**config.mk**
```make
export PLATFORM = sky130hd
export DESIGN_NAME = nec_ir_decoder
export DESIGN_NICKNAME = d
export VERILOG_FILES = /design/src/rtl/nec_ir_decoder_pkg.sv /design/src/rtl/nec_ir_decoder_clkdiv.sv /design/src/rtl/nec_ir_decoder.sv
export SDC_FILE = /design/constraint.sdc
export NUM_CORES = 1
export LEC_CHECK = 0
export CORE_UTILIZATION = 63
export DETAILED_ROUTE_END_ITERATION = 12
export DONT_BUFFER_PORTS = 1
export PLACE_DENSITY = 0.76
export SYNTH_ARGS = -nofsm -noshare
export SYNTH_HDL_FRONTEND = slang
export SYNTH_SLANG_ARGS = --single-unit
```
**constraint.sdc**
```tcl
create_clock -name clkIN -period 3.06 [get_ports clkIN]
set_input_delay 0.612 -clock clkIN [delete_from_list [all_inputs] [get_ports clkIN]]
set_output_delay 0.612 -clock clkIN [all_outputs]
set_load 0.01 [all_outputs]
```
**src/rtl/nec_ir_decoder_pkg.sv**
```systemverilog
`default_nettype none
// ============================================================================
// Module      : nec_ir_pkg
// Description : Shared types and timing windows for the NEC IR frame decoder.
//               All durations are expressed in measurement ticks (10 us each
//               at the nominal tick rate).
// Revision    : 1.0 - initial release
// ============================================================================
package nec_ir_pkg;

    typedef enum logic [2:0] {
        IDLE       = 3'd0,
        LEAD_MARK  = 3'd1,
        LEAD_SPACE = 3'd2,
        BIT_MARK   = 3'd3,
        BIT_SPACE  = 3'd4,
        STOP_MARK  = 3'd5
    } nec_state_t;

    localparam int DUR_W = 11;
    typedef logic [DUR_W-1:0] dur_t;

    // Duration counter ceiling; reaching it means the line has gone quiet.
    localparam dur_t DUR_MAX = '1;

    localparam dur_t LEAD_MARK_MIN  = 11'd800;
    localparam dur_t LEAD_MARK_MAX  = 11'd1000;
    localparam dur_t LEAD_DATA_MIN  = 11'd400;
    localparam dur_t LEAD_DATA_MAX  = 11'd500;
    localparam dur_t LEAD_REP_MIN   = 11'd200;
    localparam dur_t LEAD_REP_MAX   = 11'd250;
    localparam dur_t BIT_MARK_MIN   = 11'd40;
    localparam dur_t BIT_MARK_MAX   = 11'd70;
    localparam dur_t SPACE0_MIN     = 11'd40;
    localparam dur_t SPACE0_MAX     = 11'd70;
    localparam dur_t SPACE1_MIN     = 11'd140;
    localparam dur_t SPACE1_MAX     = 11'd190;
    localparam dur_t STOP_MARK_MIN  = 11'd40;
    localparam dur_t STOP_MARK_MAX  = 11'd70;

    localparam int NEC_BITS = 32;

    // Inclusive window test on a measured duration.
    function automatic logic in_window(input dur_t d, input dur_t lo, input dur_t hi);
        return (d >= lo) && (d <= hi);
    endfunction

endpackage
`default_nettype wire

```
**src/rtl/nec_ir_decoder_clkdiv.sv**
```systemverilog
`default_nettype none
// ============================================================================
// Module      : ClockDivider
// Description : Free-running divider producing a one-clock tick strobe every
//               VALUE clocks. VALUE = 1 yields a tick on every clock.
// Ports       : clk_i  - clock
//               rst_ni - asynchronous active-low reset
//               tick_o - one-clock strobe every VALUE clocks
// Revision    : 1.0 - initial release
// ============================================================================
module ClockDivider #(
    parameter int unsigned VALUE = 500
) (
    input  logic clk_i,
    input  logic rst_ni,
    output logic tick_o
);

    localparam int unsigned     c_CW   = (VALUE > 1) ? $clog2(VALUE) : 1;
    localparam logic [c_CW-1:0] c_LAST = c_CW'(VALUE - 1);

    logic [c_CW-1:0] cnt_q;

    always_ff @(posedge clk_i or negedge rst_ni) begin
        if (!rst_ni) begin
            cnt_q <= '0;
        end else if (cnt_q == c_LAST) begin
            cnt_q <= '0;
        end else begin
            cnt_q <= cnt_q + 1'b1;
        end
    end

    assign tick_o = (cnt_q == c_LAST);

endmodule
`default_nettype wire

```
**src/rtl/nec_ir_decoder.sv**
```systemverilog
`default_nettype none
// ============================================================================
// Module      : nec_ir_decoder
// Description : Decodes NEC infrared frames from a filtered, active-high mark
//               line. Each accepted 32-bit code is presented on dataOUT with a
//               one-clock strobe; optional repeat frames re-strobe the last
//               accepted code.
// Ports       : clkIN           - system clock
//               nResetIN        - asynchronous active-low reset
//               rxIN            - IR line, 1 = mark, already synchronised
//               dataReceivedOUT - one-clock strobe, dataOUT holds a new code
//               dataOUT         - last accepted code, first bit in [31]
// Revision    : 1.0 - initial release
// ============================================================================
module nec_ir_decoder
    import nec_ir_pkg::*;
#(
    parameter int unsigned CLOCK_SPEED   = 50_000_000,
    parameter int unsigned TICK_HZ       = 100_000,
    parameter bit          CHECK_INVERSE = 1'b1,
    parameter bit          REPEAT_ENABLE = 1'b0
) (
    input  logic        clkIN,
    input  logic        nResetIN,
    input  logic        rxIN,
    output logic        dataReceivedOUT,
    output logic [31:0] dataOUT
);

    // A clock slower than the tick rate degenerates to one tick per clock.
    localparam int unsigned c_TICK_DIV =
        (CLOCK_SPEED / TICK_HZ) > 0 ? (CLOCK_SPEED / TICK_HZ) : 1;
    localparam logic [5:0]  c_LAST_BIT = 6'(NEC_BITS - 1);

    // ------------------------------------------------------------------
    // Timing base
    // ------------------------------------------------------------------
    logic w_tick;

    ClockDivider #(
        .VALUE (c_TICK_DIV)
    ) u_tick_div (
        .clk_i  (clkIN),
        .rst_ni (nResetIN),
        .tick_o (w_tick)
    );

    logic rx_q;
    dur_t dur_q;
    logic w_rise;
    logic w_fall;
    logic w_edge;
    logic w_sat;

    assign w_rise = rxIN & ~rx_q;
    assign w_fall = ~rxIN & rx_q;
    assign w_edge = w_rise | w_fall;
    assign w_sat  = (dur_q == DUR_MAX);

    // dur_q holds the length of the current level; at an edge it is the
    // length of the level that the edge terminates.
    always_ff @(posedge clkIN or negedge nResetIN) begin
        if (!nResetIN) begin
            rx_q  <= 1'b0;
            dur_q <= '0;
        end else begin
            rx_q <= rxIN;
            if (w_edge) begin
                dur_q <= '0;
            end else if (w_tick && !w_sat) begin
                dur_q <= dur_q + 1'b1;
            end
        end
    end

    // ------------------------------------------------------------------
    // Frame FSM
    // ------------------------------------------------------------------
    nec_state_t  state_q,  state_d;
    logic [31:0] sr_q,     sr_d;
    logic [5:0]  bitcnt_q, bitcnt_d;
    logic        rpt_q,    rpt_d;
    logic        valid_q,  valid_d;
    logic [31:0] data_q,   data_d;
    logic        strobe_q, strobe_d;

    always_ff @(posedge clkIN or negedge nResetIN) begin
        if (!nResetIN) begin
            state_q  <= IDLE;
            sr_q     <= '0;
            bitcnt_q <= '0;
            rpt_q    <= 1'b0;
            valid_q  <= 1'b0;
            data_q   <= '0;
            strobe_q <= 1'b0;
        end else begin
            state_q  <= state_d;
            sr_q     <= sr_d;
            bitcnt_q <= bitcnt_d;
            rpt_q    <= rpt_d;
            valid_q  <= valid_d;
            data_q   <= data_d;
            strobe_q <= strobe_d;
        end
    end

    always_comb begin
        state_d  = state_q;
        sr_d     = sr_q;
        bitcnt_d = bitcnt_q;
        rpt_d    = rpt_q;
        valid_d  = valid_q;
        data_d   = data_q;
        strobe_d = 1'b0;

        case (state_q)
            IDLE: begin
                if (w_rise) begin
                    state_d = LEAD_MARK;
                    rpt_d   = 1'b0;
                end
            end
            LEAD_MARK: begin
                if (w_fall) begin
                    state_d = in_window(dur_q, LEAD_MARK_MIN, LEAD_MARK_MAX) ? LEAD_SPACE : IDLE;
                end
            end
            LEAD_SPACE: begin
                if (w_rise) begin
                    if (in_window(dur_q, LEAD_DATA_MIN, LEAD_DATA_MAX)) begin
                        state_d  = BIT_MARK;
                        bitcnt_d = '0;
                    end else if (in_window(dur_q, LEAD_REP_MIN, LEAD_REP_MAX)) begin
                        state_d = STOP_MARK;
                        rpt_d   = 1'b1;
                    end else begin
                        state_d = IDLE;
                    end
                end
            end
            BIT_MARK: begin
                if (w_fall) begin
                    state_d = in_window(dur_q, BIT_MARK_MIN, BIT_MARK_MAX) ? BIT_SPACE : IDLE;
                end
            end
            BIT_SPACE: begin
                // The bit value is only known once its space ends.
                if (w_rise) begin
                    if (in_window(dur_q, SPACE0_MIN, SPACE0_MAX) ||
                        in_window(dur_q, SPACE1_MIN, SPACE1_MAX)) begin
                        sr_d     = {sr_q[30:0], in_window(dur_q, SPACE1_MIN, SPACE1_MAX)};
                        bitcnt_d = bitcnt_q + 1'b1;
                        state_d  = (bitcnt_q == c_LAST_BIT) ? STOP_MARK : BIT_MARK;
                    end else begin
                        state_d = IDLE;
                    end
                end
            end
            STOP_MARK: begin
                if (w_fall) begin
                    state_d = IDLE;
                    if (in_window(dur_q, STOP_MARK_MIN, STOP_MARK_MAX)) begin
                        if (rpt_q) begin
                            strobe_d = REPEAT_ENABLE && valid_q;
                        end else if (!CHECK_INVERSE || (sr_q[7:0] == ~sr_q[15:8])) begin
                            data_d   = sr_q;
                            valid_d  = 1'b1;
                            strobe_d = 1'b1;
                        end
                    end
                end
            end
            default: begin
                state_d = IDLE;
            end
        endcase

        // A line that stops toggling mid-frame abandons the frame.
        if ((state_q != IDLE) && !w_edge && w_sat) begin
            state_d = IDLE;
        end
    end

    assign dataOUT         = data_q;
    assign dataReceivedOUT = strobe_q;

endmodule
`default_nettype wire

```
==> results of run 1 <==
-- state kept, by name (all words and copies together) (netlist names) --
signal            cells
dur_q                11
state_q               3
rx_q                  1
dataOUT              32
u_tick_div.cnt_q      9
dataReceivedOUT       1
bitcnt_q              6
rpt_q                 1
sr_q                 32
-- critical path, delay by kind of cell (launching register included) --
kind	cells	cell delay, ns
AO/OA/AOI/OAI	1	0.39
buffers and inverters	1	0.40
flip-flops	1	0.51
multiplexers	1	0.39
AND/OR/NAND/NOR	3	0.80
-- final cells by class --
class,instances,area (um2)
sequential,96,2400
fill,523,2070
multi-input combinational,307,1930
clock buffer,9,124
tap,96,120
clock inverter,7,72.6
timing repair buffer,6,65.1
inverter,12,45.0
-- per-stage QoR --
step,std cells,util (%)
final,533,69.7
after global routing,533,69.7
after CTS,533,69.7
after detailed placement,516,66.4
after global placement,516,66.4
after floorplan,436,-
-- logic make-up after synthesis --
logic type	count (synthesis)	synth area share, %
simple gates	207	22.3
flops	96	53.7
compound gates	39	6.32
mux	36	9.00
buf+inv	33	3.33
xor+xnor	19	3.72
fa+ha+maj	6	1.68
-- worst paths after layout --
kind                                            endpoint                          start  depth (start not counted)
min reg2reg                u_tick_div.cnt_q[0]$_DFF_PN0_  u_tick_div.cnt_q[0]$_DFF_PN0_                          1
max in group asynchronous           dur_q[5]$_DFFE_PN0P_                       nResetIN                          1
max                              dataOUT[25]$_DFFE_PN0P_           dur_q[5]$_DFFE_PN0P_                          6
max reg2reg                      dataOUT[25]$_DFFE_PN0P_           dur_q[5]$_DFFE_PN0P_                          6
min in group clkIN                        rx_q$_DFF_PN0_                           rxIN                          0
min                        u_tick_div.cnt_q[2]$_DFF_PN0_                       nResetIN                          1
-- synthesized netlist by cell type (3+ instances only) --
| master | number |
|---|---|
| dfrtp_1 | 96 |
| clkbuf_1 | 16 |
| nor2b_1 | 6 |
| mux2_1 | 6 |
| a211o_1 | 3 |
| nor2_1 | 12 |
| nand2_1 | 112 |
| a22o_1 | 3 |
| ha_1 | 6 |
| o21ai_0 | 9 |
| nand2b_1 | 6 |
| nand4_1 | 10 |
| nor3_1 | 9 |
| xnor2_1 | 15 |
| nor4_1 | 4 |
| xor2_1 | 4 |
| inv_1 | 12 |
| a31oi_1 | 4 |
| and3_1 | 5 |
| or3_1 | 3 |
| nor4b_1 | 3 |
| buf_6 | 3 |
| a21oi_1 | 3 |
| and2_1 | 10 |
| mux2_2 | 28 |
| nand3_1 | 19 |
-- metal layers --
metal  part of all wire, %  routed length, um  track usage [%]
met5                     0                  0                0
met2                    48               3940             38.4
met4                   1.2                100             9.09
met1                    47               3830             31.9
met3                   4.1                337             4.57
-- power by group through the flow --
| stage | Combinational (mW) | Clock (mW) | Sequential (mW) |
|---|---|---|---|
| detailed placement | 0.0608 | 0 | 1.32 |
| finish | 0.0894 | 0.812 | 1.30 |
| global placement | 0.0601 | 0 | 1.32 |
| global route | 0.101 | 0.885 | 1.30 |
| floorplan | 0.0654 | 0 | 1.30 |
| CTS | 0.0900 | 0.826 | 1.29 |
==> impl_metrics.ini, run 1 <==
[status]
status = completed

[worst_setup_path]
path_cells = or3_1 > o32a_1 > nand2b_4 > nor3_4 > buf_4 > mux2_2
crit_type = reg2reg
reg2reg_slack_ns = 0.45
cp_slowest_cell = dfrtp_1
cp_max_fo = 32
cpPeakStageDelay_ns = 0.51
start_kind = register
critPathArrivalTime_ns = 2.86
crit_path_end_kind = register
worstPathRequired_ns = 3.31

[synth]
synth_edf_count = 0
yosysTopAreaCell = dfrtp_1
synth.area.top_cells = dfrtp_1, nand2_1, mux2_2
async_reset_ff_share_pct = 100
ys_types = 48
postSynthCellCount = 436
yosys_warnings = 0
syn-cell-area_um2 = 4470
synth_top_area_share_pct = 53.7
ys_ff_latch = 96
avgSynthCellArea_um2 = 10.3
yosysSeqAreaShare_pct = 53.7
synth.net_count = 445
synthFlopType = dfrtp_1

[placed_design]
gp_congestion = 0.879
place_hpwl_um = 5370
preCtsSetupSlack_ns = 0.477
port_buffers = 0
placed_area_um2 = 4540

[clocking]
cts_tree = done
cts.clk_slew.worst_paths_ns = 0.10
root_buffer = clkbuf_8
cts_buffers = 9
clkLatencyLatePin_ns = 0.37
cts-resized-gates = 0
cts_buffer_depth = 2
post-cts-setup-buffers = 0
ctsHtreeMaxLevel = 3
holdBufCountCts = 1
cts_num_sinks = 96

[job]
max_cap_viol_count = 0

[worst_hold_path]
hold_path_class = in2async

[sta]
min_period_over_period_pct = 85.2
tns_ns = 0
slew_headroom_pct = 63.5
tightest_slew_ns = 0.545
fmax_ghz = 0.384
min_period_ns = 2.61
holdWs_ns = 0.146
worst_slack_ns = 0.453
hold_viol = 0
setup_viol_count_final = 0
rsz0062_at_grt = false
finClkSkew_ns = 0.0137
drv_slew = 0

[route]
antenna_left = 0
vias_per_cell = 5.82
num_vias = 3101
routedWlPerCell_um = 15.4
wirelength_um = 8200
drt_iter0_drc = 163
post-route-drc-count = 0
dr.pass1.iters = 5

[power]
p_leak_nw = 2.36
power_frac_seq_pct = 59.0
p_total_mw = 2.20
switching_share_pct = 25.9
switchingPower_mw = 0.569
internal-power_mw = 1.63
pwr-share-clk_pct = 37.0
ir_drop_mv = 0.272
power_frac_comb_pct = 4.1
cellPowerDensity_nw_per_um2 = 461

[global_route]
antenna_found_initial = 0
grt_max_degree = 97
grt_pass1_vias = 2927
grt_usage_pct = 23.7
grt_overflow = 0
grt_pass1_wl_um = 13800

[floorplanning]
die_height_um = 86.3
core-area_um2 = 6830
ios = 36
dieWidth_um = 86.3
initial_core_util_pct = 65.5
dieArea_um2 = 7440
rows = 30

[final_layout]
finish.net_count = 441
layout_commonest_cell = nand2_1
layout_common_cells = nand2_1, dfrtp_1, mux2_2
drive_gt1_share_pct = 12.8
area_growth_pct = 6.46
diodes = 0
stdcell_area_um2 = 4760
(Power assumes the default switching activity.)
==> run 2: changes to the inputs <==
Settings changed: CORE_UTILIZATION 63 to 35, PLACE_DENSITY 0.76 to 0.46.
==> impl_metrics.ini, run 2 (synthesized netlist as in run 1, its figures left out) <==
[status]
status = completed

[floorplanning]
ios = 36
core-area_um2 = 12200
rows = 40
initial_core_util_pct = 36.6
die_height_um = 115
dieWidth_um = 115
dieArea_um2 = 13200

[final_layout]
stdcell_area_um2 = 4930
diodes = 0
fill_cells = 1219
finish.net_count = 443
final_util_pct = 40.4
layout_commonest_cell = nand2_1
layout_common_cells = nand2_1, dfrtp_1, mux2_2
drive_gt1_share_pct = 12.8
area_growth_pct = 10.3

[sta]
drv_slew = 0
hold_viol = 0
rsz0062_at_grt = false
slew_headroom_pct = 57.7
tightest_slew_ns = 0.635
setup_viol_count_final = 0
min_period_over_period_pct = 80.1
tns_ns = 0
fmax_ghz = 0.408
min_period_ns = 2.45
finClkSkew_ns = 0.00521

[power]
ir_drop_mv = 0.234
cellPowerDensity_nw_per_um2 = 487
power_frac_seq_pct = 54.0
pwr-share-clk_pct = 42.3
p_leak_nw = 2.40
switchingPower_mw = 0.548
switching_share_pct = 22.8
internal-power_mw = 1.86
p_total_mw = 2.40
power_frac_comb_pct = 3.8

[placed_design]
gp_congestion = 0.795
port_buffers = 0
placed_area_um2 = 4640
place_hpwl_um = 5710

[clocking]
cts_buffer_depth = 2
cts_tree = done
root_buffer = clkbuf_16
clkLatencyLatePin_ns = 0.34
post-cts-setup-buffers = 0
cts-resized-gates = 0
ctsHtreeMaxLevel = 3
cts_buffers = 9
holdBufCountCts = 1
cts_num_sinks = 96
cts.clk_slew.worst_paths_ns = 0.06

[job]
max_cap_viol_count = 0

[worst_setup_path]
cp_slowest_cell = dfrtp_1
worstPathRequired_ns = 3.29
crit_path_end_kind = register
rr_worst_depth = 6
cpPeakStageDelay_ns = 0.50
r2r_start = dur_q[5]$_DFFE_PN0P_
critPathArrivalTime_ns = 2.68
reg2reg_slack_ns = 0.61
cp_max_fo = 16
crit_type = reg2reg
worst_r2r_endpoint = dataOUT[21]$_DFFE_PN0P_
path_cells = or3_1 > o32a_1 > nand2b_4 > nor3_4 > buf_4 > mux2_2
start_kind = register

[global_route]
grt_pass1_wl_um = 14500
grt_max_degree = 97
grt_usage_pct = 14.1
grt_overflow = 0
antenna_found_initial = 0
grt_pass1_vias = 2887

[route]
dr.pass1.iters = 4
antenna_left = 0
post-route-drc-count = 0
routedWlPerCell_um = 14.2
wirelength_um = 8610
num_vias = 3024
drt_iter0_drc = 204
vias_per_cell = 4.99

[worst_hold_path]
hold_path_class = in2async
-- run 2: routing by layer --
layer  up-vias  wire length, um  global-route usage (%)
li1       1497                -                       -
met4         0              172                    7.19
met1      1459             4290                    19.8
met5         -                0                       0
met3        13              354                    3.27
met2        55             3790                    20.4
-- run 2: worst max path at each step --
stage	startpoint	endpoint	depth (start not counted)	slack (ns)
finish	dur_q[5]$_DFFE_PN0P_	dataOUT[21]$_DFFE_PN0P_	6	0.61
global placement	dur_q[5]$_DFFE_PN0P_	dataOUT[19]$_DFFE_PN0P_	6	0.63
detailed placement	dur_q[5]$_DFFE_PN0P_	dataOUT[31]$_DFFE_PN0P_	6	0.60
global route	dur_q[5]$_DFFE_PN0P_	dataOUT[3]$_DFFE_PN0P_	6	0.51
CTS	dur_q[5]$_DFFE_PN0P_	dataOUT[27]$_DFFE_PN0P_	6	0.58
floorplan	dur_q[5]$_DFFE_PN0P_	dataOUT[3]$_DFFE_PN0P_	6	0.89
-- run 2: metrics by stage --
stage               hold slack (ns)  setup WS, ns  cells
finish                        0.183         0.610    606
global route                  0.227         0.511    606
CTS                           0.214         0.584    606
detailed placement            0.320         0.604    590
global placement              0.320         0.631    590
floorplan                     0.316         0.894    436
-- run 2: power groups by stage --
stage          registers (mW)  logic (mW)  clock network [mW]
3_3_place_gp             1.32      0.0616                   0
3_5_place_dp             1.32      0.0620                   0
4_1_cts                  1.30      0.0924                1.07
6_report                 1.30      0.0905                1.02
5_1_grt                  1.30       0.104                1.11
2_1_floorplan            1.30      0.0654                   0
-- run 2: layout make-up --
cell class	instances	area (um2)	area share (%)
well taps	168	210	4.26
repair buffers	8	80.1	1.62
clock buffers	10	229	4.64
multi-input cells	307	1930	39.2
inverters	12	45.0	0.913
flip-flops and latches	96	2400	48.7
clock inverters	5	32.5	0.659
-- run 2: worst max-delay path, delay by kind of cell, from the launching register on --
| family | cells | cell delay, ns |
|---|---|---|
| multiplexers | 1 | 0.36 |
| flip-flops | 1 | 0.50 |
| AND/OR/NAND/NOR | 3 | 0.80 |
| buffers and inverters | 1 | 0.27 |
| AO/OA/AOI/OAI | 1 | 0.39 |
==> run 3: changes to the inputs <==
Clock period 3.06 ns to 2.3 ns, I/O delays scaled along.
==> impl_metrics.ini, run 3 (synthesized netlist as in run 1, its figures left out) <==
[sta]
slew_headroom_pct = 64.3
rsz0062_at_grt = false
setup_viol_count_final = 0
finClkSkew_ns = 0.00806
tightest_slew_ns = 0.533
min_period_over_period_pct = 95.1
tns_ns = 0
fmax_ghz = 0.457
holdWs_ns = -0.197
hold_viol = 96
min_period_ns = 2.19
worst_slack_ns = 0.113
drv_slew = 0

[worst_setup_path]
worst_r2r_endpoint = dataOUT[13]$_DFFE_PN0P_
rr_worst_depth = 6
worstPathRequired_ns = 2.53
crit_type = reg2reg
cpPeakStageDelay_ns = 0.40
path_cells = or3_1 > o32a_1 > nand2b_4 > nor3_4 > buf_12 > mux2_2
cp_slowest_cell = or3_1
crit_path_end_kind = register
start_kind = register
reg2reg_slack_ns = 0.11
critPathTopFamily = simple AND/OR/NAND/NOR gates
critPathArrivalTime_ns = 2.42
r2r_start = dur_q[5]$_DFFE_PN0P_
critPathBufInv = 1
cp_max_fo = 32

[route]
antenna_left = 0
post-route-drc-count = 0
dr.pass1.iters = 4
routedWlPerCell_um = 14.2
wirelength_um = 8870
num_vias = 3060
drt_iter0_drc = 186
vias_per_cell = 4.91

[floorplanning]
dieArea_um2 = 13200
die_height_um = 115
ios = 36
dieWidth_um = 115
core-area_um2 = 12200
initial_core_util_pct = 36.6
rows = 40

[status]
violations = negative hold slack
status = finished, violations left

[global_route]
grt_pass1_wl_um = 15100
grt_max_degree = 97
grt_pass1_vias = 3004
grt_overflow = 0
grt_usage_pct = 14.9
antenna_found_initial = 0

[job]
max_cap_viol_count = 0

[final_layout]
layout_commonest_cell = nand2_1
finish.net_count = 459
drive_gt1_share_pct = 16.3
diodes = 0
fill_cells = 1247
area_growth_pct = 13.3
layout_common_cells = nand2_1, dfrtp_1, mux2_2

[worst_hold_path]
hold_path_class = in2async

[power]
power_frac_comb_pct = 3.7
power_frac_seq_pct = 52.4
pwr-share-clk_pct = 43.9
internal-power_mw = 2.49
cellPowerDensity_nw_per_um2 = 642
p_leak_nw = 2.49
ir_drop_mv = 0.321
switchingPower_mw = 0.757
switching_share_pct = 23.3

[clocking]
post-cts-setup-buffers = 0
cts_num_sinks = 96
root_buffer = clkbuf_16
cts.clk_slew.worst_paths_ns = 0.07
clkLatencyLatePin_ns = 0.35
cts_buffer_depth = 2
cts_tree = done
cts_buffers = 9
ctsHtreeMaxLevel = 3

[placed_design]
place_hpwl_um = 6000
port_buffers = 0
preCtsSetupSlack_ns = 0.106
gp_congestion = 0.828
[run 3: changes by cell type in the layout (fill, tap and decap cells not counted)]
cell        delta
buf_12         +1
buf_16         -1
buf_4         +15
buf_6          +1
clkbuf_1       -1
clkinv_2       -1
clkinv_4       +1
clkinvlp_4     +1
inv_8          +1
[run 3: per-stage QoR]
| stage | cell area, um2 | instances | util [%] | hold WS [ns] | total power [mW] |
|---|---|---|---|---|---|
| 3_5_place_dp | 4780 | 607 | 39.2 | 0.168 | 1.86 |
| 5_1_grt | 5070 | 623 | 41.5 | -0.219 | 3.39 |
| 6_report | 5070 | 623 | 41.5 | -0.197 | 3.25 |
| 4_1_cts | 5060 | 623 | 41.5 | -0.215 | 3.32 |
| 3_3_place_gp | 4780 | 607 | 39.2 | 0.167 | 1.86 |
| 2_1_floorplan | 4470 | 436 | - | 0.164 | 1.82 |
[run 3: cell type report]
class / count / area (um2) / area share, %
tap: 168 / 210 / 4.15
clock inverter: 7 / 55.1 / 1.09
multi-input combinational: 307 / 1930 / 38.2
sequential: 96 / 2400 / 47.4
clock buffer: 9 / 225 / 4.44
inverter: 12 / 45.0 / 0.889
timing repair buffer: 24 / 196 / 3.88
[run 3: per-layer routing]
metal	track usage (%)	part of all wire, %
met1	20.7	51
met2	21.7	43
met4	4.42	1.1
met5	0	0
met3	5.27	4.9
[run 3: timing repair]
action,4_1_cts,5_1_grt
hold endpoints to repair,96,96
endpoints found under the setup margin,0,1
gates resized for setup,0,1
[run 3: power groups by stage]
stage	sequential, mW	combinational (mW)	clock [mW]
floorplan	1.74	0.0870	0
global placement	1.74	0.119	0
detailed placement	1.74	0.119	0
CTS	1.70	0.119	1.49
global route	1.70	0.131	1.55
finish	1.71	0.119	1.43
[run 3: how the worst max path moves through the flow]
stage,from,to,slack (ns),depth (start not counted)
floorplan,dur_q[5]$_DFFE_PN0P_,dataOUT[3]$_DFFE_PN0P_,0.13,6
global placement,dur_q[5]$_DFFE_PN0P_,bitcnt_q[3]$_DFFE_PN0P_,0.14,7
detailed placement,dur_q[5]$_DFFE_PN0P_,dataOUT[27]$_DFFE_PN0P_,0.11,6
CTS,dur_q[5]$_DFFE_PN0P_,dataOUT[13]$_DFFE_PN0P_,0.09,6
global route,dur_q[4]$_DFFE_PN0P_,dataOUT[5]$_DFFE_PN0P_,0.007,6
finish,dur_q[5]$_DFFE_PN0P_,dataOUT[13]$_DFFE_PN0P_,0.11,6
